$ cat src/rtl/fb_arb_pkg.sv
// rtl/fb_arb_pkg.sv - shared types and framebuffer geometry for the framebuffer port arbiter
// Contents: grant and FSM state enums, framebuffer dimensions used by the
// arbiter and by the TIA pixel address computation.
package fb_arb_pkg;

  localparam int FB_WIDTH  = 160;
  localparam int FB_HEIGHT = 240;
  localparam int FB_PIXELS = FB_WIDTH * FB_HEIGHT;

  typedef enum logic [1:0] {
    GNT_NONE,
    GNT_READ,
    GNT_WRITE
  } grant_e;

  typedef enum logic {
    ST_IDLE,
    ST_CLEAR
  } state_e;

endpackage

$ cat src/rtl/fb_wr_fifo.sv
// rtl/fb_wr_fifo.sv - synchronous FIFO buffering TIA pixel writes
// Ports:
//   clk_i, rst_i        clock, synchronous active-high reset
//   push_i, wdata_i     push request and entry; ignored when full unless popping
//   pop_i               pop request; ignored when empty
//   rdata_o             head entry (valid while !empty_o)
//   full_o, empty_o     status flags
//   level_o             occupancy, one bit wider than the pointers
module fb_wr_fifo #(
  parameter int WIDTH = 23,
  parameter int DEPTH = 4
) (
  input  logic                     clk_i,
  input  logic                     rst_i,
  input  logic                     push_i,
  input  logic [WIDTH-1:0]         wdata_i,
  input  logic                     pop_i,
  output logic [WIDTH-1:0]         rdata_o,
  output logic                     full_o,
  output logic                     empty_o,
  output logic [$clog2(DEPTH):0]   level_o
);

  localparam int PTR_W = $clog2(DEPTH);
  localparam int LVL_W = PTR_W + 1;

  logic [WIDTH-1:0] mem [DEPTH];
  logic [PTR_W-1:0] wr_ptr;
  logic [PTR_W-1:0] rd_ptr;
  logic [LVL_W-1:0] level;
  logic             do_push;
  logic             do_pop;

  assign full_o  = (level == LVL_W'(DEPTH));
  assign empty_o = (level == '0);
  assign do_pop  = pop_i && !empty_o;
  // A pop in the same cycle frees the slot, so a push into a full FIFO still lands.
  assign do_push = push_i && (!full_o || do_pop);

  always_ff @(posedge clk_i) begin
    if (rst_i) begin
      wr_ptr <= '0;
      rd_ptr <= '0;
      level  <= '0;
    end else begin
      if (do_push) wr_ptr <= wr_ptr + PTR_W'(1);
      if (do_pop)  rd_ptr <= rd_ptr + PTR_W'(1);
      case ({do_push, do_pop})
        2'b10:   level <= level + LVL_W'(1);
        2'b01:   level <= level - LVL_W'(1);
        default: level <= level;
      endcase
    end
  end

  always_ff @(posedge clk_i) begin
    if (do_push) mem[wr_ptr] <= wdata_i;
  end

  assign rdata_o = mem[rd_ptr];
  assign level_o = level;

endmodule

$ cat src/rtl/fb_port_arbiter.sv
// rtl/fb_port_arbiter.sv - single-port framebuffer RAM arbiter: scanout reads, buffered TIA writes, frame clear
// Ports:
//   clk_i, rst_i                         clock, synchronous active-high reset
//   wr_valid_i, wr_addr_i, wr_data_i     TIA pixel write strobe/address/colour
//   rd_req_i, rd_addr_i, rd_ack_o        scanout read request handshake
//   rd_valid_o, rd_data_o                scanout read return (one-cycle pulse)
//   clr_i, clr_data_i, busy_o            frame clear start, colour, in-progress flag
//   wr_overflow_o, wr_clip_o             sticky dropped-write / out-of-range flags
//   ram_en_o, ram_we_o, ram_addr_o,
//   ram_wdata_o, ram_rdata_i             registered single-port RAM interface
module fb_port_arbiter
  import fb_arb_pkg::*;
#(
  parameter int ADDR_WIDTH  = 16,
  parameter int DATA_WIDTH  = 7,
  parameter int FIFO_DEPTH  = 4,
  parameter int FB_SIZE     = FB_PIXELS,
  parameter int RAM_LATENCY = 1
) (
  input  logic                  clk_i,
  input  logic                  rst_i,
  input  logic                  wr_valid_i,
  input  logic [ADDR_WIDTH-1:0] wr_addr_i,
  input  logic [DATA_WIDTH-1:0] wr_data_i,
  input  logic                  rd_req_i,
  input  logic [ADDR_WIDTH-1:0] rd_addr_i,
  output logic                  rd_ack_o,
  output logic                  rd_valid_o,
  output logic [DATA_WIDTH-1:0] rd_data_o,
  input  logic                  clr_i,
  input  logic [DATA_WIDTH-1:0] clr_data_i,
  output logic                  busy_o,
  output logic                  wr_overflow_o,
  output logic                  wr_clip_o,
  output logic                  ram_en_o,
  output logic                  ram_we_o,
  output logic [ADDR_WIDTH-1:0] ram_addr_o,
  output logic [DATA_WIDTH-1:0] ram_wdata_o,
  input  logic [DATA_WIDTH-1:0] ram_rdata_i
);

  localparam int ENTRY_W = ADDR_WIDTH + DATA_WIDTH;
  localparam int LVL_W   = $clog2(FIFO_DEPTH) + 1;
  localparam logic [ADDR_WIDTH-1:0] FB_LIMIT  = ADDR_WIDTH'(FB_SIZE);
  localparam logic [ADDR_WIDTH-1:0] LAST_ADDR = ADDR_WIDTH'(FB_SIZE - 1);

  state_e                  state_q;
  state_e                  state_d;
  grant_e                  grant;
  logic                    contention;
  logic                    favour_write_q;
  logic [ADDR_WIDTH-1:0]   clr_cnt_q;
  logic [DATA_WIDTH-1:0]   clr_color_q;
  logic                    wr_in_range;
  logic                    wr_src_avail;
  logic                    clear_done;
  logic                    fifo_push;
  logic                    fifo_pop;
  logic                    fifo_full;
  logic                    fifo_empty;
  logic [ENTRY_W-1:0]      fifo_head;
  logic [LVL_W-1:0]        fifo_level;
  logic [ADDR_WIDTH-1:0]   head_addr;
  logic [DATA_WIDTH-1:0]   head_data;
  logic [RAM_LATENCY:0]    rd_pipe_q;

  assign wr_in_range = (wr_addr_i < FB_LIMIT);
  assign fifo_push   = wr_valid_i && wr_in_range;
  // The FIFO is frozen during a clear; the clear counter is the write source.
  assign fifo_pop    = (grant == GNT_WRITE) && (state_q == ST_IDLE);
  assign {head_addr, head_data} = fifo_head;
  assign wr_src_avail = (state_q == ST_CLEAR) || !fifo_empty;

  fb_wr_fifo #(
    .WIDTH (ENTRY_W),
    .DEPTH (FIFO_DEPTH)
  ) u_wr_fifo (
    .clk_i   (clk_i),
    .rst_i   (rst_i),
    .push_i  (fifo_push),
    .wdata_i ({wr_addr_i, wr_data_i}),
    .pop_i   (fifo_pop),
    .rdata_o (fifo_head),
    .full_o  (fifo_full),
    .empty_o (fifo_empty),
    .level_o (fifo_level)
  );

  // Reads win unless the FIFO is full; then reads and writes take turns so
  // scanout cannot starve the writer and vice versa.
  always_comb begin
    grant      = GNT_NONE;
    contention = 1'b0;
    if (rst_i) begin
      grant = GNT_NONE;
    end else if (rd_req_i && !fifo_full) begin
      grant = GNT_READ;
    end else if (rd_req_i) begin
      contention = 1'b1;
      grant      = favour_write_q ? GNT_WRITE : GNT_READ;
    end else if (wr_src_avail) begin
      grant = GNT_WRITE;
    end
  end

  assign rd_ack_o   = (grant == GNT_READ);
  assign clear_done = (state_q == ST_CLEAR) && (grant == GNT_WRITE) && (clr_cnt_q == LAST_ADDR);

  // FSM: state register
  always_ff @(posedge clk_i) begin
    if (rst_i) state_q <= ST_IDLE;
    else       state_q <= state_d;
  end

  // FSM: next state; a new clr_i during a clear restarts it
  always_comb begin
    state_d = state_q;
    case (state_q)
      ST_IDLE:  if (clr_i) state_d = ST_CLEAR;
      ST_CLEAR: begin
        if (clr_i)           state_d = ST_CLEAR;
        else if (clear_done) state_d = ST_IDLE;
      end
      default:  state_d = ST_IDLE;
    endcase
  end

  // FSM: outputs
  always_comb begin
    busy_o = (state_q == ST_CLEAR);
  end

  always_ff @(posedge clk_i) begin
    if (rst_i) begin
      favour_write_q <= 1'b1;
      clr_cnt_q      <= '0;
      clr_color_q    <= '0;
      wr_overflow_o  <= 1'b0;
      wr_clip_o      <= 1'b0;
      ram_en_o       <= 1'b0;
      ram_we_o       <= 1'b0;
      ram_addr_o     <= '0;
      ram_wdata_o    <= '0;
      rd_pipe_q      <= '0;
      rd_valid_o     <= 1'b0;
      rd_data_o      <= '0;
    end else begin
      if (contention) favour_write_q <= !favour_write_q;

      if (clr_i) begin
        clr_cnt_q   <= '0;
        clr_color_q <= clr_data_i;
      end else if ((state_q == ST_CLEAR) && (grant == GNT_WRITE)) begin
        clr_cnt_q <= clr_cnt_q + ADDR_WIDTH'(1);
      end

      if (fifo_push && (fifo_level == LVL_W'(FIFO_DEPTH)) && !fifo_pop) wr_overflow_o <= 1'b1;
      if (wr_valid_i && !wr_in_range) wr_clip_o <= 1'b1;

      ram_en_o <= (grant != GNT_NONE);
      ram_we_o <= (grant == GNT_WRITE);
      case (grant)
        GNT_READ: begin
          ram_addr_o  <= rd_addr_i;
          ram_wdata_o <= '0;
        end
        GNT_WRITE: begin
          if (state_q == ST_CLEAR) begin
            ram_addr_o  <= clr_cnt_q;
            ram_wdata_o <= clr_color_q;
          end else begin
            ram_addr_o  <= head_addr;
            ram_wdata_o <= head_data;
          end
        end
        default: begin
          ram_addr_o  <= '0;
          ram_wdata_o <= '0;
        end
      endcase

      // Bit k marks a read whose RAM access was issued k cycles ago; the top
      // bit lines up with the cycle where ram_rdata_i is valid.
      rd_pipe_q  <= (rd_pipe_q << 1) | (RAM_LATENCY + 1)'(grant == GNT_READ);
      rd_valid_o <= rd_pipe_q[RAM_LATENCY];
      if (rd_pipe_q[RAM_LATENCY]) rd_data_o <= ram_rdata_i;
    end
  end

endmodule

$ cat config.mk
export PLATFORM = sky130hd
export DESIGN_NAME = fb_port_arbiter
export DESIGN_NICKNAME = d
export VERILOG_FILES = /design/src/rtl/fb_arb_pkg.sv /design/src/rtl/fb_wr_fifo.sv /design/src/rtl/fb_port_arbiter.sv
export SDC_FILE = /design/constraint.sdc
export NUM_CORES = 1
export LEC_CHECK = 0
export CORE_ASPECT_RATIO = 0.7
export CORE_MARGIN = 5
export CORE_UTILIZATION = 50
export CTS_CLUSTER_SIZE = 40
export DETAILED_ROUTE_END_ITERATION = 16
export PLACE_DENSITY = 0.75
export SLEW_MARGIN = 20
export SYNTH_ARGS = -nofsm -noshare
export SYNTH_HDL_FRONTEND = slang
export SYNTH_SLANG_ARGS = --single-unit
export TNS_END_PERCENT = 1
$ cat constraint.sdc
create_clock -name clk_i -period 4.4 [get_ports clk_i]
set_input_delay 0.44 -clock clk_i [delete_from_list [all_inputs] [get_ports clk_i]]
set_output_delay 0.44 -clock clk_i [all_outputs]
set_load 0.01 [all_outputs]
# ---- After elaboration in Yosys (flattened, before gate mapping)
# Memory sizes are Yosys's and may differ from the RTL's. A register that Yosys moved wholly into a read port is not among the register bits.
# Index checks and enable logic that the tools add are counted.
dict set report word_totals {
  ff_bits 69
  ramBits 92
  in_bits 58
  out_inout_bits 37
  word_cells 74
  n_memories 1
}
dict set report op_classes {
  add_sub_neg 5
  n_lt_le_gt_ge 1
  n_eq_ne 6
  n_mux 20
  bitwise 3
  n_reduce_logical 22
}
# name depth width read_ports rd_ports_with_merged_regs wr line
set memory_table {}
lappend memory_table {u_wr_fifo.mem 4 23 1 1 1 fb_wr_fifo.sv:27} ;# logic [WIDTH-1:0] mem [DEPTH];
# cell n
set op_table {}
lappend op_table {{$pmux 16 s2} 1}
lappend op_table {{$add 16x1->16 const B} 1}
lappend op_table {{$eq 16x16->1 const B} 1}
lappend op_table {{$lt 16x16->1 const B} 1}
lappend op_table {{$mux 16} 1}
lappend op_table {{$mux 2} 7}
lappend op_table {{$logic_and 1x1->1} 10}
lappend op_table {{$mux 1} 8}
lappend op_table {{$mux 7} 1}
lappend op_table {{$pmux 3 s2} 1}
lappend op_table {{$logic_not 1->1} 5}
lappend op_table {{$add 2x1->2 const B} 2}
lappend op_table {{$eq 2x1->1 const B} 2}
lappend op_table {{$eq 2x2->1 const B} 2}
lappend op_table {{$reduce_bool 2->1} 2}
lappend op_table {{$reduce_or 2->1} 2}
lappend op_table {{$add 3x1->3 const B} 1}
lappend op_table {{$eq 3x3->1 const B} 1}
lappend op_table {{$logic_not 3->1} 1}
lappend op_table {{$sub 3x1->3 const B} 1}
lappend op_table {{$logic_or 1x1->1} 2}
lappend op_table {{$not 1->1} 2}
lappend op_table {{$or 2x1->2} 1}
lappend op_table {{$pmux 1 s2} 1}

# ---- Longest topological paths before layout
# Gate-level depths: netlist of the first run.
dict set report depth {
  depth_word 14
  mapped_depth 15
  mapped_depth_nobuf 15
}

# ---- Cells and area by module
# A second synthesis of the first run with hierarchy kept.
dict set report hier_totals {
  cells_unflattened 447
  area_unflattened_um2 6438.7
}
# mod instances cells_each area_per_inst_um2 seq_area_each_um2
set modules_own_cells {}
lappend modules_own_cells {fb_wr_fifo 1 179 3844.9 2942.8}
lappend modules_own_cells {fb_port_arbiter 1 268 2593.7 1241.2}

# ---- Least setup slack after synthesis of the first run
# No wires, ideal clock.
dict set report synth_timing {
  path_kind {register to register}
  startpoint {register state_q (netlist: busy_o)}
  endpoint {register u_wr_fifo.level[2] (netlist: u_wr_fifo.level_o[2])}
  setup_ps 70
  arrival_ps 2733
  required_time_ps 4330
  path_slack_ps 1597
  stages_incl_launch_ff 16
  n_path_buf 1
  synth_period_minus_slack_ps 2803
  cell_sequence {dfxtp_1 > buf_2 > nor3_1 > nor2_1 > o21ba_2 > ha_1 > nand2b_1 > nand3_1 > nor2b_1 > inv_1 > ha_1 > inv_1 > fa_1 > xor2_1 > or3_1 > a21oi_1}
}
dict set report synth_between {
  elab_chain_cells 12
  word_cells_on_any_way 15
  classes_between {eq/ne: 3; mux: 5; bitwise: 1; reduce/logical: 6}
}
# element line
set synth_rtl {}
lappend synth_rtl {{start, declared} fb_port_arbiter.sv:47} ;# state_e state_q;
lappend synth_rtl {{start signal, assigned} fb_port_arbiter.sv:112} ;# else state_q <= state_d;
lappend synth_rtl {{$logic_or 1x1->1} fb_port_arbiter.sv:72} ;# assign wr_src_avail = (state_q == ST_CLEAR) || !fifo_empty;
lappend synth_rtl {{$mux 2} fb_port_arbiter.sv:101} ;# end else if (wr_src_avail) begin
lappend synth_rtl {{$mux 2} fb_port_arbiter.sv:98} ;# end else if (rd_req_i) begin
lappend synth_rtl {{$mux 2} fb_port_arbiter.sv:96} ;# end else if (rd_req_i && !fifo_full) begin
lappend synth_rtl {{$mux 2} fb_port_arbiter.sv:94} ;# if (rst_i) begin
lappend synth_rtl {{$eq 2x2->1} fb_port_arbiter.sv:70} ;# assign fifo_pop = (grant == GNT_WRITE) && (state_q == ST_IDLE);
lappend synth_rtl {{$logic_and 1x1->1 (*)} fb_port_arbiter.sv:70}
lappend synth_rtl {{$logic_and 1x1->1 (*)} fb_wr_fifo.sv:36} ;# assign do_pop = pop_i && !empty_o;
lappend synth_rtl {{$logic_or 1x1->1} fb_wr_fifo.sv:38} ;# assign do_push = push_i && (!full_o || do_pop);
lappend synth_rtl {{$logic_and 1x1->1} fb_wr_fifo.sv:38}
lappend synth_rtl {{$eq 2x1->1 or $eq 2x2->1 (tied branches)} fb_wr_fifo.sv:48} ;# case ({do_push, do_pop})
lappend synth_rtl {{$pmux 3 s2 or $reduce_bool 2->1 (tied branches)} --}
lappend synth_rtl {{end signal, assigned} fb_wr_fifo.sv:49} ;# 2'b10: level <= level + LVL_W'(1);
lappend synth_rtl {{end signal, assigned} fb_wr_fifo.sv:50} ;# 2'b01: level <= level - LVL_W'(1);
lappend synth_rtl {{end signal, assigned} fb_wr_fifo.sv:51} ;# default: level <= level;
lappend synth_rtl {{end, declared} fb_wr_fifo.sv:30} ;# logic [LVL_W-1:0] level;
# Mark *: on every way between the ends. The rest lies on a longest branch, timed or not.
# A chain may end at the register's enable or synchronous reset.

# ---- Worst setup path after layout of the first run
dict set report layout_timing {
  startpoint {input rd_req_i}
  endpoint {register u_wr_fifo.level[2] (netlist: u_wr_fifo.level_o[2])}
}
dict set report layout_between {
  elab_chain_cells 10
  word_cells_on_any_way 13
  classes_between {eq/ne: 3; mux: 4; reduce/logical: 6}
}
# element line
set layout_rtl {}
lappend layout_rtl {{start, declared} fb_port_arbiter.sv:25} ;# input logic rd_req_i,
lappend layout_rtl {{$mux 2 or $logic_and 1x1->1 (tied branches)} {fb_port_arbiter.sv:98, fb_port_arbiter.sv:96}}
lappend layout_rtl {{$mux 2 (*)} fb_port_arbiter.sv:96}
lappend layout_rtl {{$mux 2 (*)} fb_port_arbiter.sv:94}
lappend layout_rtl {{$eq 2x2->1 (*)} fb_port_arbiter.sv:70}
lappend layout_rtl {{$logic_and 1x1->1 (*)} fb_port_arbiter.sv:70}
lappend layout_rtl {{$logic_and 1x1->1 (*)} fb_wr_fifo.sv:36}
lappend layout_rtl {{$logic_or 1x1->1} fb_wr_fifo.sv:38}
lappend layout_rtl {{$logic_and 1x1->1} fb_wr_fifo.sv:38}
lappend layout_rtl {{$eq 2x1->1 or $eq 2x2->1 (tied branches)} fb_wr_fifo.sv:48}
lappend layout_rtl {{$pmux 3 s2 or $reduce_bool 2->1 (tied branches)} --}
# Marked as above.

==> impl.org, run 1 <==
** Timing
- Share of the clock period used by the worst path after layout :: 69.7%
- Setup repair after global routing left no endpoint under its margin.
- Worst slew pin tran :: 888 ps
- Setup tns final :: 0 ps
- For the finished layout, the period the worst path requires is 3070 ps.
- Max Clk Rate :: 0.326 GHz
- Max-slew violation count :: 0
- Max-slew headroom :: 40.8%
- On the final layout, the worst clock skew is 8.11 ps.
- The final-report hold violation count came to 0.
- Setup violation total in the final timing report :: 0

** Layout
- Fraction of layout cells with a size suffix above 1 :: 15.2%
- The repair_antennas step left the layout with diodes totalling 0.
- Register cell area after layout :: 0.00419 mm²
- After the flow finishes, the layout carries non-filler instances totaling 722.
- Count of filler cells inserted in the layout :: 927
- The finished cells cover 0.00810 mm².
- Layout net count :: 616
- Area of the multi-input gates :: 0.00206 mm²
- Compared with the post-synthesis result, the final layout area differs by 26.3%.

** Detailed routing
- Dividing the detail-routed wire length by the instance count gives 18.7 µm.
- In the routed design, unresolved DRC markers number 0.
- Total Wirelength :: 13500 µm
- The detail route stage leaves a number of antenna-violating nets equal to 0.
- Vias per Instance :: 5.48
- First-iteration detailed-routing DRC count :: 253
- Number of optimization iterations in the first detailed-route pass :: 5
- The final route contains 3959 vias.

** Floorplanning
- During I/O placement, the number of pins put on the boundary was 95.
- Row Count :: 34
- The die is 105 µm tall.
- In this run the standard cell core region covers 0.0125 mm².
- Die span in x :: 145 µm
- The initial utilization of the core area, before any placement, comes to 51.3%.
- The die covers 0.0152 mm².

** CTS
- Total CTS buffers :: 17
- Buffers inserted to repair hold after CTS numbered 0.
- Later-pin clock latency in the skew report :: 420 ps
- Maximum clock path buffer count :: 2
- Clock tree from TritonCTS :: yes
- CTS root buffer :: sky130_fd_sc_hd__clkbuf_16
- Buffer count from post-CTS setup fixing :: 0
- Gates resized during post-CTS repair numbered 0.
- Clock-pin slew was measured on the worst setup and hold paths at 60 ps.
- TritonCTS sink count :: 163
- Clock H-tree levels :: 4

** Setup path
- Data on the critical path arrives at its endpoint at 3420 ps.
- The critical path is of the in -> reg type.
- For the worst setup path, the data required time is 4750 ps.
- Element type at the critical path start :: input port
- STA classifies the critical path endpoint as a flip-flop.
- Max Fanout on Critical Path :: 7

** Power and ir drop
- Post-route total power :: 3380 µW
- IR analysis of the VDD net gives a maximum drop of 0.000311 V.
- Total power density per cell area :: 418 mW/mm²
- Cell leakage power :: 0.00277 µW

** Place
- DP Wirelength :: 9010 µm
- Cell area after placement :: 0.00751 mm²
- Number of placed instances, taps included :: 691
- Routability-driven placement congestion ratio :: 0.773
- Total of buffers placed on input and output ports :: 94

** Yosys
- Fraction of registers with async set or reset after synthesis :: 0%
- Part of the Yosys area used for sequential elements :: 65.3%
- Post-synth top flop :: sky130_fd_sc_hd__edfxtp_1
- Summing every instance area after synthesis gives 0.00641 mm².
- Average size of a mapped cell :: 14.3 µm²
- The synthesized design contains 163 register bits.
- The synthesized design spends more area on one cell type than any other, namely sky130_fd_sc_hd__edfxtp_1.
- The synthesized design contains 92 enable-type register cells.
- When the netlist entered floorplanning its net count stood at 516.
- By count the netlist is led by 92 x sky130_fd_sc_hd__edfxtp_1, 71 x sky130_fd_sc_hd__dfxtp_1, 68 x sky130_fd_sc_hd__nor2_1.
- Distinct cell type count after synthesis :: 43
- Yosys printed 0 warnings.
- Yosys instantiated no cell more often than sky130_fd_sc_hd__edfxtp_1.
- After technology mapping, the gate count stands at 448.
- After synthesis, the largest area contributor takes up 43.1% of total cell area.
- Top post-synthesis cells by area :: sky130_fd_sc_hd__edfxtp_1 43%, sky130_fd_sc_hd__dfxtp_1 22%, sky130_fd_sc_hd__mux4_2 7.7%

** GRT
- Entering global routing, the biggest net connects 33 pins.
- Across every metal layer, demand over resource in global routing totals 18.4%.
- Global route total overflow :: 0
- Number of antenna violations at the first check in global routing :: 0
- The first global-routing pass estimated 21700 µm of wire.
- Vias in the first global route :: 4154

** Run status
- Run status :: finished, final reports clean

** Worst hold path
- The tightest min-delay check is of the reg -> reg type.

** Flow run
- Number of violations of the max-capacitance limit :: 0
## per-stage QoR
step                setup WS [ps]  util [%]  hold slack (ps)
finish                       1330      64.7              446
global route                 1090      64.7              456
CTS                          1380      64.7              448
detailed placement            980      60.0              434
global placement             1070      60.0              418
floorplan                    1600         -              414
## cell families (layout without fill, tap and decap cells)
family / after synthesis / after routing / synth area share [%]
flip-flops: 163 / 163 / 65.3
AND/OR/NAND/NOR: 123 / 123 / 9.07
multiplexers: 63 / 63 / 14.7
AO/OA/AOI/OAI: 38 / 38 / 4.16
buffers and inverters: 36 / 148 / 2.67
XOR/XNOR: 15 / 15 / 2.05
adder cells (fa/ha/maj): 10 / 10 / 2.07
## metal layers
| metal | wire length, µm | vias to the layer above | global-route usage [%] |
|---|---|---|---|
| li1 | - | 1847 | - |
| met1 | 5830 | 1930 | 23.8 |
| met2 | 6450 | 154 | 29.8 |
| met3 | 932 | 28 | 5.15 |
| met4 | 315 | 0 | 7.32 |
| met5 | 0 | - | 0 |
## cell type report
| class | instances | share of cell area (%) |
|---|---|---|
| clock buffers | 18 | 5.30 |
| clock inverters | 13 | 1.96 |
| inverters | 13 | 0.603 |
| multi-input cells | 249 | 25.4 |
| flip-flops and latches | 163 | 51.7 |
| well taps | 162 | 2.50 |
| repair buffers | 104 | 12.5 |
## final timing paths
check                        from                   end  slack [ps]  cells past startpoint
max                      rd_req_i  u_wr_fifo.level_o[2]        1330                     16
max reg2reg  u_wr_fifo.level_o[0]  u_wr_fifo.level_o[2]        1340                     15
min                  rd_pipe_q[0]          rd_pipe_q[1]         450                      1
min reg2reg          rd_pipe_q[0]          rd_pipe_q[1]         450                      1
## report_power, final
part	internal, µW	leakage (µW)	switching (µW)
clock	888	0.000282	581
combinational	126	0.00108	116
sequential	1650	0.00141	19.2
total	2670	0.00277	716
## cells in the final DEF, fill, tap and decap left out, drive strengths merged, types with 6 or more instances in the layout
master         count
a22oi             16
mux2              17
mux2i             23
mux4              23
dfxtp             71
inv               15
nand2             11
nand3              7
clkbuf            18
xor2               7
nor3               6
ha                 9
buf               10
xnor2              8
nor2              68
edfxtp            92
clkdlybuf4s50     94
a21oi              7
nand2b             6
## critical path, cell delays in order
cell and delay (ps):
sky130_fd_sc_hd__clkdlybuf4s50_1 530, sky130_fd_sc_hd__inv_1 50, sky130_fd_sc_hd__a21oi_1 110, sky130_fd_sc_hd__nor2b_1 70, sky130_fd_sc_hd__o21ba_2 210, sky130_fd_sc_hd__ha_1 200, sky130_fd_sc_hd__nand2b_1 140, sky130_fd_sc_hd__nand3_1 110
sky130_fd_sc_hd__nor2b_1 220, sky130_fd_sc_hd__inv_1 90, sky130_fd_sc_hd__ha_1 170, sky130_fd_sc_hd__inv_1 70, sky130_fd_sc_hd__fa_1 380, sky130_fd_sc_hd__xor2_1 160, sky130_fd_sc_hd__or3_1 310, sky130_fd_sc_hd__a21oi_1 140
## state kept, by name (all words and copies together) (netlist names), named ones only
register           flops
u_wr_fifo.mem         92
clr_cnt_q             16
ram_addr_o            16
clr_color_q            7
ram_wdata_o            7
rd_data_o              7
u_wr_fifo.level_o      3
rd_pipe_q              2
u_wr_fifo.rd_ptr       2
u_wr_fifo.wr_ptr       2
busy_o                 1
favour_write_q         1
ram_en_o               1
ram_we_o               1
rd_valid_o             1
wr_clip_o              1
wr_overflow_o          1
Note: power is estimated with default switching activity, not from simulation.
==> run 2, diff against run 1 <==
--- a/config.mk
+++ b/config.mk
@@ -7,10 +7,10 @@
 export LEC_CHECK = 0
 export CORE_ASPECT_RATIO = 0.7
 export CORE_MARGIN = 5
-export CORE_UTILIZATION = 50
+export CORE_UTILIZATION = 49
 export CTS_CLUSTER_SIZE = 40
 export DETAILED_ROUTE_END_ITERATION = 16
-export PLACE_DENSITY = 0.75
+export PLACE_DENSITY = 0.76
 export SLEW_MARGIN = 20
 export SYNTH_ARGS = -nofsm -noshare
 export SYNTH_HDL_FRONTEND = slang
==> constraint.sdc (replaced) <==
create_clock -name clk_i -period 2.6 [get_ports clk_i]
set_input_delay 0.26 -clock clk_i [delete_from_list [all_inputs] [get_ports clk_i]]
set_output_delay 0.26 -clock clk_i [all_outputs]
set_load 0.01 [all_outputs]
==> run 2 against run 1 <==
Against the previous run:
- the run now ends with negative setup slack left
- worst hold slack worse by 6.2 ps
- register-to-register slack worse by 1400 ps
- sequential cell count stayed put
- clock skew is 1.6 ps higher
- core utilization is 0.91 points higher
- final area is 5.5% higher
- global-route usage is 0.33 points higher
- sequential power is 69% higher
- power is 77% higher
- worst setup slack worse by 1400 ps
- clock-buffer cell count is 1 lower
- critical endpoint unchanged
- highest routed layer unchanged
==> impl.org, run 2 (same netlist as run 1, synthesis figures left out) <==
** Run status
- The flow ran to the end, but the final reports show violations.
- Failing checks :: negative setup slack

** Worst hold path
- Along the worst hold path, the cell count comes to 1.
- Hold endpoint :: rd_pipe_q[1]
- The worst hold path belongs to the class reg -> reg.
- The startpoint identified for the worst hold timing path is rd_pipe_q[0].

** Timing
- Final hold violations :: 0
- Between clock sinks in the finished design, the worst skew comes to 9.68 ps.
- Worst-case setup margin in the final layout :: -80.8 ps
- The routed design could run at a clock period as short as 2680 ps.
- RSZ-0062 raised after global routing :: true
- Max-slew headroom :: 56.9%
- The max-slew violation count is 0.
- For this run, the top clock speed supported by timing is 0.373 GHz.
- Setup violations remaining at the end of the flow were counted as 1.
- Share of the clock period used by the worst path after layout :: 103%
- For the pin with the worst max-slew slack, the measured transition is 647 ps.

** Flow run
- Number of violations of the max-capacitance limit :: 0

** Layout
- Leading cell type in the layout, fill and taps excluded :: sky130_fd_sc_hd__clkdlybuf4s50_1
- Across the whole layout, storage elements account for 0.00420 mm².
- Summing all multi-input logic gate instances after layout gives 0.00215 mm².
- Most frequent cells in the layout :: 93 x sky130_fd_sc_hd__clkdlybuf4s50_1, 92 x sky130_fd_sc_hd__edfxtp_1, 66 x sky130_fd_sc_hd__nor2_1, 66 x sky130_fd_sc_hd__dfxtp_1, 40 x sky130_fd_sc_hd__buf_4
- The register with the most flip-flops in the final layout is u_wr_fifo.mem.
- Cells with a size suffix above 1 make up 23.4% of the layout.
- At the end of the flow, the number of nets in the layout was 649.
- Count of filler cells inserted in the layout :: 916
- Post-route design area :: 0.00854 mm²
- 0 antenna diodes ended up in the layout.
- In the final layout, the registers with the most flip-flops are u_wr_fifo.mem (92), clr_cnt_q (16), ram_addr_o (16).
- Largest register FFs :: 92
- Compared with the post-synthesis result, the final layout area differs by 33.2%.

** Detailed routing
- For this run, design rule violations remaining after detail routing come to 0.
- The first detailed-routing pass ran for 4 iterations.
- In the final routed layout, each cell accounts on average for 18.5 µm.
- The detailed router finished its first iteration with 222 violations.
- Antenna violation net count after detailed routing :: 0
- Total Wirelength :: 14000 µm
- Vias per Instance :: 5.34
- The routed layout has 4061 vias.

** Setup path
- Cell depth of the worst flop-to-flop path :: 15
- The critical path is of the reg -> reg type.
- In this run the register-to-register setup slack is -80 ps.
- Reg2Reg Launch Point :: u_wr_fifo.level_o[1]
- Along the worst path, the maximum fanout reaches 3.
- Data on the critical path is required at its endpoint by 2940 ps.
- Worst Setup End Kind :: flip-flop
- The endpoint identified for the worst register-to-register timing path is u_wr_fifo.level_o[2].
- The worst setup path is launched from a flip-flop.
- Critical Path AT :: 3020 ps

** Floorplanning
- Row Count :: 35
- In this run the count of I/O pins placed on the die edge is 95.
- The floorplan step defined a die boundary enclosing 0.0155 mm².
- The total area inside the core boundary comes to 0.0130 mm².
- The initial utilization of the core area, before any placement, comes to 49.3%.
- Die span in x :: 147 µm
- Vertical die dimension :: 106 µm

** Place
- Worst slack at placement :: -429 ps
- Routability-driven placement congestion ratio :: 0.775
- DP Wirelength :: 9140 µm
- Total of buffers placed on input and output ports :: 94
- Cell area after placement :: 0.00778 mm²

** CTS
- Clock tree synthesis found a total of 163 sinks.
- The number of hold buffers added after CTS was 0.
- Clock slew at reported path FFs :: 60 ps
- Later-pin clock latency in the skew report :: 420 ps
- In this run the deepest clock path goes through 2 buffers.
- Total CTS buffers :: 17
- TritonCTS built the clock tree.
- In this run the clock root is driven by a sky130_fd_sc_hd__clkbuf_16.
- Clock H-tree levels :: 4

** GRT
- The via count of the first global-routing pass is 4290.
- Global-route wire length before repair :: 22500 µm
- Entering global routing, the biggest net connects 32 pins.
- The number of antenna violations at the first check in global routing was 0.
- After global routing the overflow that remains totals 0.
- Global routing used 18.7% of the available tracks.

** Power and ir drop
- Cell leakage power :: 0.00301 µW
- Maximum resistive drop on vdd :: 0.000484 V
- Dividing total power by cell area gives a power density of 703 mW/mm².
-- run 2: changes by cell type in the layout (fill, tap and decap cells not counted), sizes merged --
cell and delta:
buf +33, inv +6, bufinv +1, clkinvlp -1, dlymetal6s2s +1, clkbuf -1
clkdlybuf4s50 -1, clkinv -4
-- run 2: layout make-up --
type                    count  share of cell area, %
clock inverters            15                   2.52
inverters                  13                  0.572
flip-flops and latches    163                   49.1
clock buffers              17                   4.98
multi-input cells         249                   25.2
well taps                 166                   2.43
repair buffers            137                   15.2
-- run 2: worst max-delay path by stage --
stage | startpoint | end | slack (ps) | cells past startpoint
after floorplan | u_wr_fifo.level_o[0] | u_wr_fifo.level_o[2] | 9 | 15
after global placement | rd_req_i | u_wr_fifo.level_o[2] | -300 | 16
after detailed placement | rd_req_i | u_wr_fifo.level_o[2] | -430 | 16
after CTS | u_wr_fifo.level_o[0] | u_wr_fifo.level_o[2] | 10 | 15
after global routing | u_wr_fifo.level_o[1] | u_wr_fifo.level_o[2] | -180 | 15
final | u_wr_fifo.level_o[1] | u_wr_fifo.level_o[2] | -80 | 15
-- run 2: where the power goes --
group	total, µW	switching, µW	internal, µW
clock network	2710	1070	1640
registers	2830	31.8	2790
logic	466	214	252
-- run 2: critical path, stage by stage, from the launching register on --
cell and delay (ps):
sky130_fd_sc_hd__dfxtp_4 370, sky130_fd_sc_hd__nor2_4 40, sky130_fd_sc_hd__buf_4 140, sky130_fd_sc_hd__nand3_2 70, sky130_fd_sc_hd__nand3b_1 150, sky130_fd_sc_hd__ha_4 210, sky130_fd_sc_hd__nand2b_4 80, sky130_fd_sc_hd__nand3_4 80
sky130_fd_sc_hd__nor2b_4 140, sky130_fd_sc_hd__inv_2 60, sky130_fd_sc_hd__ha_4 150, sky130_fd_sc_hd__inv_2 40, sky130_fd_sc_hd__fa_2 370, sky130_fd_sc_hd__xor2_2 180, sky130_fd_sc_hd__or3_1 370, sky130_fd_sc_hd__a21oi_2 160
-- run 2: layer usage --
| metal | up-vias | GRT usage (%) | part of all wire, % |
|---|---|---|---|
| li1 | 1909 | - | - |
| met1 | 2007 | 24.7 | 42 |
| met2 | 135 | 30.3 | 50 |
| met3 | 10 | 4.64 | 7.2 |
| met4 | 0 | 6.91 | 0.98 |
| met5 | - | 0 | 0 |
-- run 2: metrics by stage --
stage / total power, µW / utilization, % / std cells / setup TNS (ps) / hold slack [ps]
floorplan: 3100 / - / 448 / 0 / 359
global placement: 3310 / 59.8 / 722 / -488 / 428
detailed placement: 3330 / 59.8 / 722 / -1220 / 428
CTS: 6050 / 64.9 / 755 / 0 / 441
global route: 6230 / 65.6 / 760 / -219 / 453
finish: 6000 / 65.6 / 760 / -80.8 / 440
-- run 2: timing repair --
| action | 4_1_cts | 5_1_grt |
|---|---|---|
| pin swaps | 2 | 13 |
| setup buffers | 1 | 5 |
| setup endpoints to repair | 1 | 5 |
| resized for setup | 3 | 16 |
==> run 3, diff against run 2 <==
--- a/config.mk
+++ b/config.mk
@@ -5,12 +5,14 @@
 export SDC_FILE = /design/constraint.sdc
 export NUM_CORES = 1
 export LEC_CHECK = 0
+export CAP_MARGIN = 30
 export CORE_ASPECT_RATIO = 0.7
 export CORE_MARGIN = 5
-export CORE_UTILIZATION = 49
+export CORE_UTILIZATION = 50
+export CTS_BUF_LIST = sky130_fd_sc_hd__clkbuf_2 sky130_fd_sc_hd__clkbuf_4 sky130_fd_sc_hd__clkbuf_8
 export CTS_CLUSTER_SIZE = 40
 export DETAILED_ROUTE_END_ITERATION = 16
-export PLACE_DENSITY = 0.76
+export PLACE_DENSITY = 0.75
 export SLEW_MARGIN = 20
 export SYNTH_ARGS = -nofsm -noshare
 export SYNTH_HDL_FRONTEND = slang
==> constraint.sdc (replaced) <==
create_clock -name clk_i -period 2.7 [get_ports clk_i]
set_input_delay 0.27 -clock clk_i [delete_from_list [all_inputs] [get_ports clk_i]]
set_output_delay 0.27 -clock clk_i [all_outputs]
set_load 0.01 [all_outputs]
==> run 3 against run 2 <==
Against the previous run:
- the run now ends clean
- register-to-register slack gained 160 ps
- die area is 1.8% lower
- sequential cell count unchanged
- core utilization is 0.14 points lower
- clock skew up 3.1 ps
- sequential share of layout area increased by 2.1 points
- power is 20% lower
- final area fell by 4.0%
- critical path depth stayed put
- global-route usage shrank 0.58 points
==> impl.org, run 3 (same netlist as run 1, synthesis figures left out) <==
** CTS
- The H-tree was split into 4 levels.
- In this run the deepest clock path goes through 2 buffers.
- CTS saw 163 sinks.
- CTS root buffer :: sky130_fd_sc_hd__clkbuf_8
- For the worst-skew pair, the clock arrives at the later sink with an insertion delay of 430 ps.
- After clock tree synthesis, the clock-pin slew on the worst setup and hold paths is 90 ps.
- TritonCTS built the clock tree.
- Buffers inserted during clock tree synthesis total 17.

** Timing
- The worst path uses 96.9% of the clock period.
- For the finished layout, the period the worst path requires is 2620 ps.
- Final hold violations :: 0
- Max-slew headroom :: 58.4%
- Setup violations remaining at the end of the flow were counted as 0.
- Based on the critical path, the design can be clocked at up to 0.382 GHz.
- Worst clock skew :: 12.7 ps
- Worst slew pin tran :: 624 ps
- Max-slew violation count :: 0

** Power and ir drop
- Post-route total power :: 4780 µW
- Registers are responsible for 56.9% of the overall power.
- Clk network pwr share :: 33.8%
- Net switching power of the design :: 1100 µW
- Switching share of power :: 23.1%
- IR analysis of the VDD net gives a maximum drop of 0.000388 V.
- Total power density per cell area :: 583 mW/mm²
- Combinational cells account for 9.3% of the total power.
- In this run the static leakage power is 0.00283 µW.
- Internal portion of total power :: 3670 µW

** Layout
- Largest register FFs :: 92
- Leaving out fill and tap cells, the most frequent cells in the layout are 94 x sky130_fd_sc_hd__clkdlybuf4s50_1, 92 x sky130_fd_sc_hd__edfxtp_1, 67 x sky130_fd_sc_hd__dfxtp_1.
- Count of filler cells inserted in the layout :: 913
- Counting flops per register, the top entry is u_wr_fifo.mem.
- Layout net count :: 642
- Fraction of layout cells with a size suffix above 1 :: 22.0%
- Area of the multi-input gates :: 0.00213 mm²
- Cells fill 65.5% of the core in the end.
- Count of inserted antenna diode cells :: 0
- The largest registers in the layout are u_wr_fifo.mem (92), clr_cnt_q (16), ram_addr_o (16).
- Register cell area after layout :: 0.00419 mm²
- The library cell used most frequently in the layout, excluding fill and tap cells, is sky130_fd_sc_hd__clkdlybuf4s50_1.
- The area growth from synthesis to layout is 27.8%.

** Setup path
- Slowest stage cell, crit path :: sky130_fd_sc_hd__dfxtp_4
- Worst Path Required :: 3060 ps
- Critical path class :: reg -> reg
- Ordered list of cells on the worst path :: nor2_4 -> a21oi_2 -> nor2b_1 -> o21ba_2 -> ha_4 -> nand2b_4 -> nand3_2 -> nor2b_4 -> inv_2 -> ha_4 -> inv_2 -> fa_2 -> xor2_1 -> or3_1 -> a21oi_2
- Critical Path AT :: 2980 ps
- Max Fanout on Critical Path :: 4
- The worst setup path is launched from a flip-flop.
- For this run, the slowest stage of the critical path takes 390 ps.
- First element of the critical path :: u_wr_fifo.level_o[0]
- In this run the critical register-to-register path is launched from u_wr_fifo.level_o[0].
- Worst Setup End Kind :: flip-flop

** Worst hold path
- The tightest min-delay check is of the in -> reg type.
- The worst hold path begins at clr_data_i[6].

** GRT
- The number of antenna violations at the first check in global routing is 0.
- The via count of the first global-routing pass is 4269.
- Global route total overflow :: 0
- Entering global routing, the biggest net connects 33 pins.
- Overall Global Routing Usage :: 18.2%
- The first global-routing pass estimated 21800 µm of wire.

** Detailed routing
- Total Wirelength :: 13400 µm
- Antenna violation net count after detailed routing :: 0
- Per-cell routed wire length :: 18.0 µm
- Residual DRC count :: 0
- In the routed layout, each cell is associated on average with a via count of 5.31.
- Number of optimization iterations in the first detailed-route pass :: 4
- Vias :: 3978
- First-iteration detailed-routing DRC count :: 224

** Floorplanning
- 95 I/O pins were placed.
- The die covers 0.0152 mm².
- Core Area :: 0.0125 mm²
- Vertical die dimension :: 105 µm
- Row Count :: 34
- The floorplan step set the die width to 145 µm.
- For this configuration, the core starts out at a cell density of 51.3%.

** Place
- Routability-driven placement finished with a final weighted congestion of 0.793.
- DP Wirelength :: 9040 µm
- Port buffering added 94 buffers.

** Run status
- Run status :: finished, final reports clean

** Flow run
- Number of violations of the max-capacitance limit :: 0
[run 3: cell types whose count changed in the layout (fill, tap and decap cells not counted), sizes merged]
cell           delta
clkdlybuf4s50     +1
dlymetal6s2s      -1
bufinv            -3
buf               -7
clkinv            +6
clkbuf            +2
inv               -7
clkinvlp          +2
[run 3: final cells by class]
class | instances | share of cell area [%]
inverter | 13 | 0.596
multi-input combinational | 249 | 26.0
sequential | 163 | 51.2
clock inverter | 13 | 1.36
tap | 162 | 2.47
timing repair buffer | 130 | 15.3
clock buffer | 19 | 3.04
[run 3: power groups by stage]
stage	Combinational (µW)	Sequential [µW]	Clock, µW
final	444	2720	1620
after global routing	484	2730	1790
after CTS	430	2720	1650
after detailed placement	418	2780	0
after global placement	408	2770	0
after floorplan	205	2770	0
[run 3: timing repair]
item / CTS / global route
hold endpoints to repair: 0 / 0
buffers inserted: 4 / 1
pin swaps: 1 / 10
hold buffers: 0 / 0
gates resized for setup: 4 / 17
endpoints found under the setup margin: 1 / 1
[run 3: path summary, 6_finish.rpt]
path | endpoint | slack, ps | cells past startpoint
hold / removal | clr_color_q[6] | 450 | 3
setup reg to reg | u_wr_fifo.level_o[2] | 80 | 15
hold reg to reg | rd_pipe_q[1] | 460 | 1
setup / recovery | u_wr_fifo.level_o[2] | 80 | 15
[run 3: routing by layer]
layer / up-vias / track usage, % / part of all wire, %
met1: 1915 / 23.6 / 42
met3: 17 / 5.28 / 8.0
met2: 153 / 29.7 / 48
li1: 1893 / - / -
met4: 0 / 6.06 / 1.7
met5: - / 0 / 0
[run 3: through the flow]
stage | setup slack (ps) | hold WS, ps | TNS, ps | instances | area (µm²)
after detailed placement | -365 | 447 | -512 | 712 | 7710
after global routing | -16.2 | 425 | -16.2 | 749 | 8190
after floorplan | 12.9 | 369 | 0 | 448 | 6420
final | 83.0 | 448 | 0 | 749 | 8190
after CTS | 13.9 | 423 | 0 | 748 | 8110
after global placement | -231 | 429 | -231 | 712 | 7710
[run 3: critical path: cells and delay by family, from the launching register on]
family,cells,cell delay (ps)
AO/OA/AOI/OAI,3,490
XOR/XNOR,1,150
adder cells (fa/ha/maj),3,620
buffers and inverters,2,90
flip-flops,1,390
AND/OR/NAND/NOR,6,780
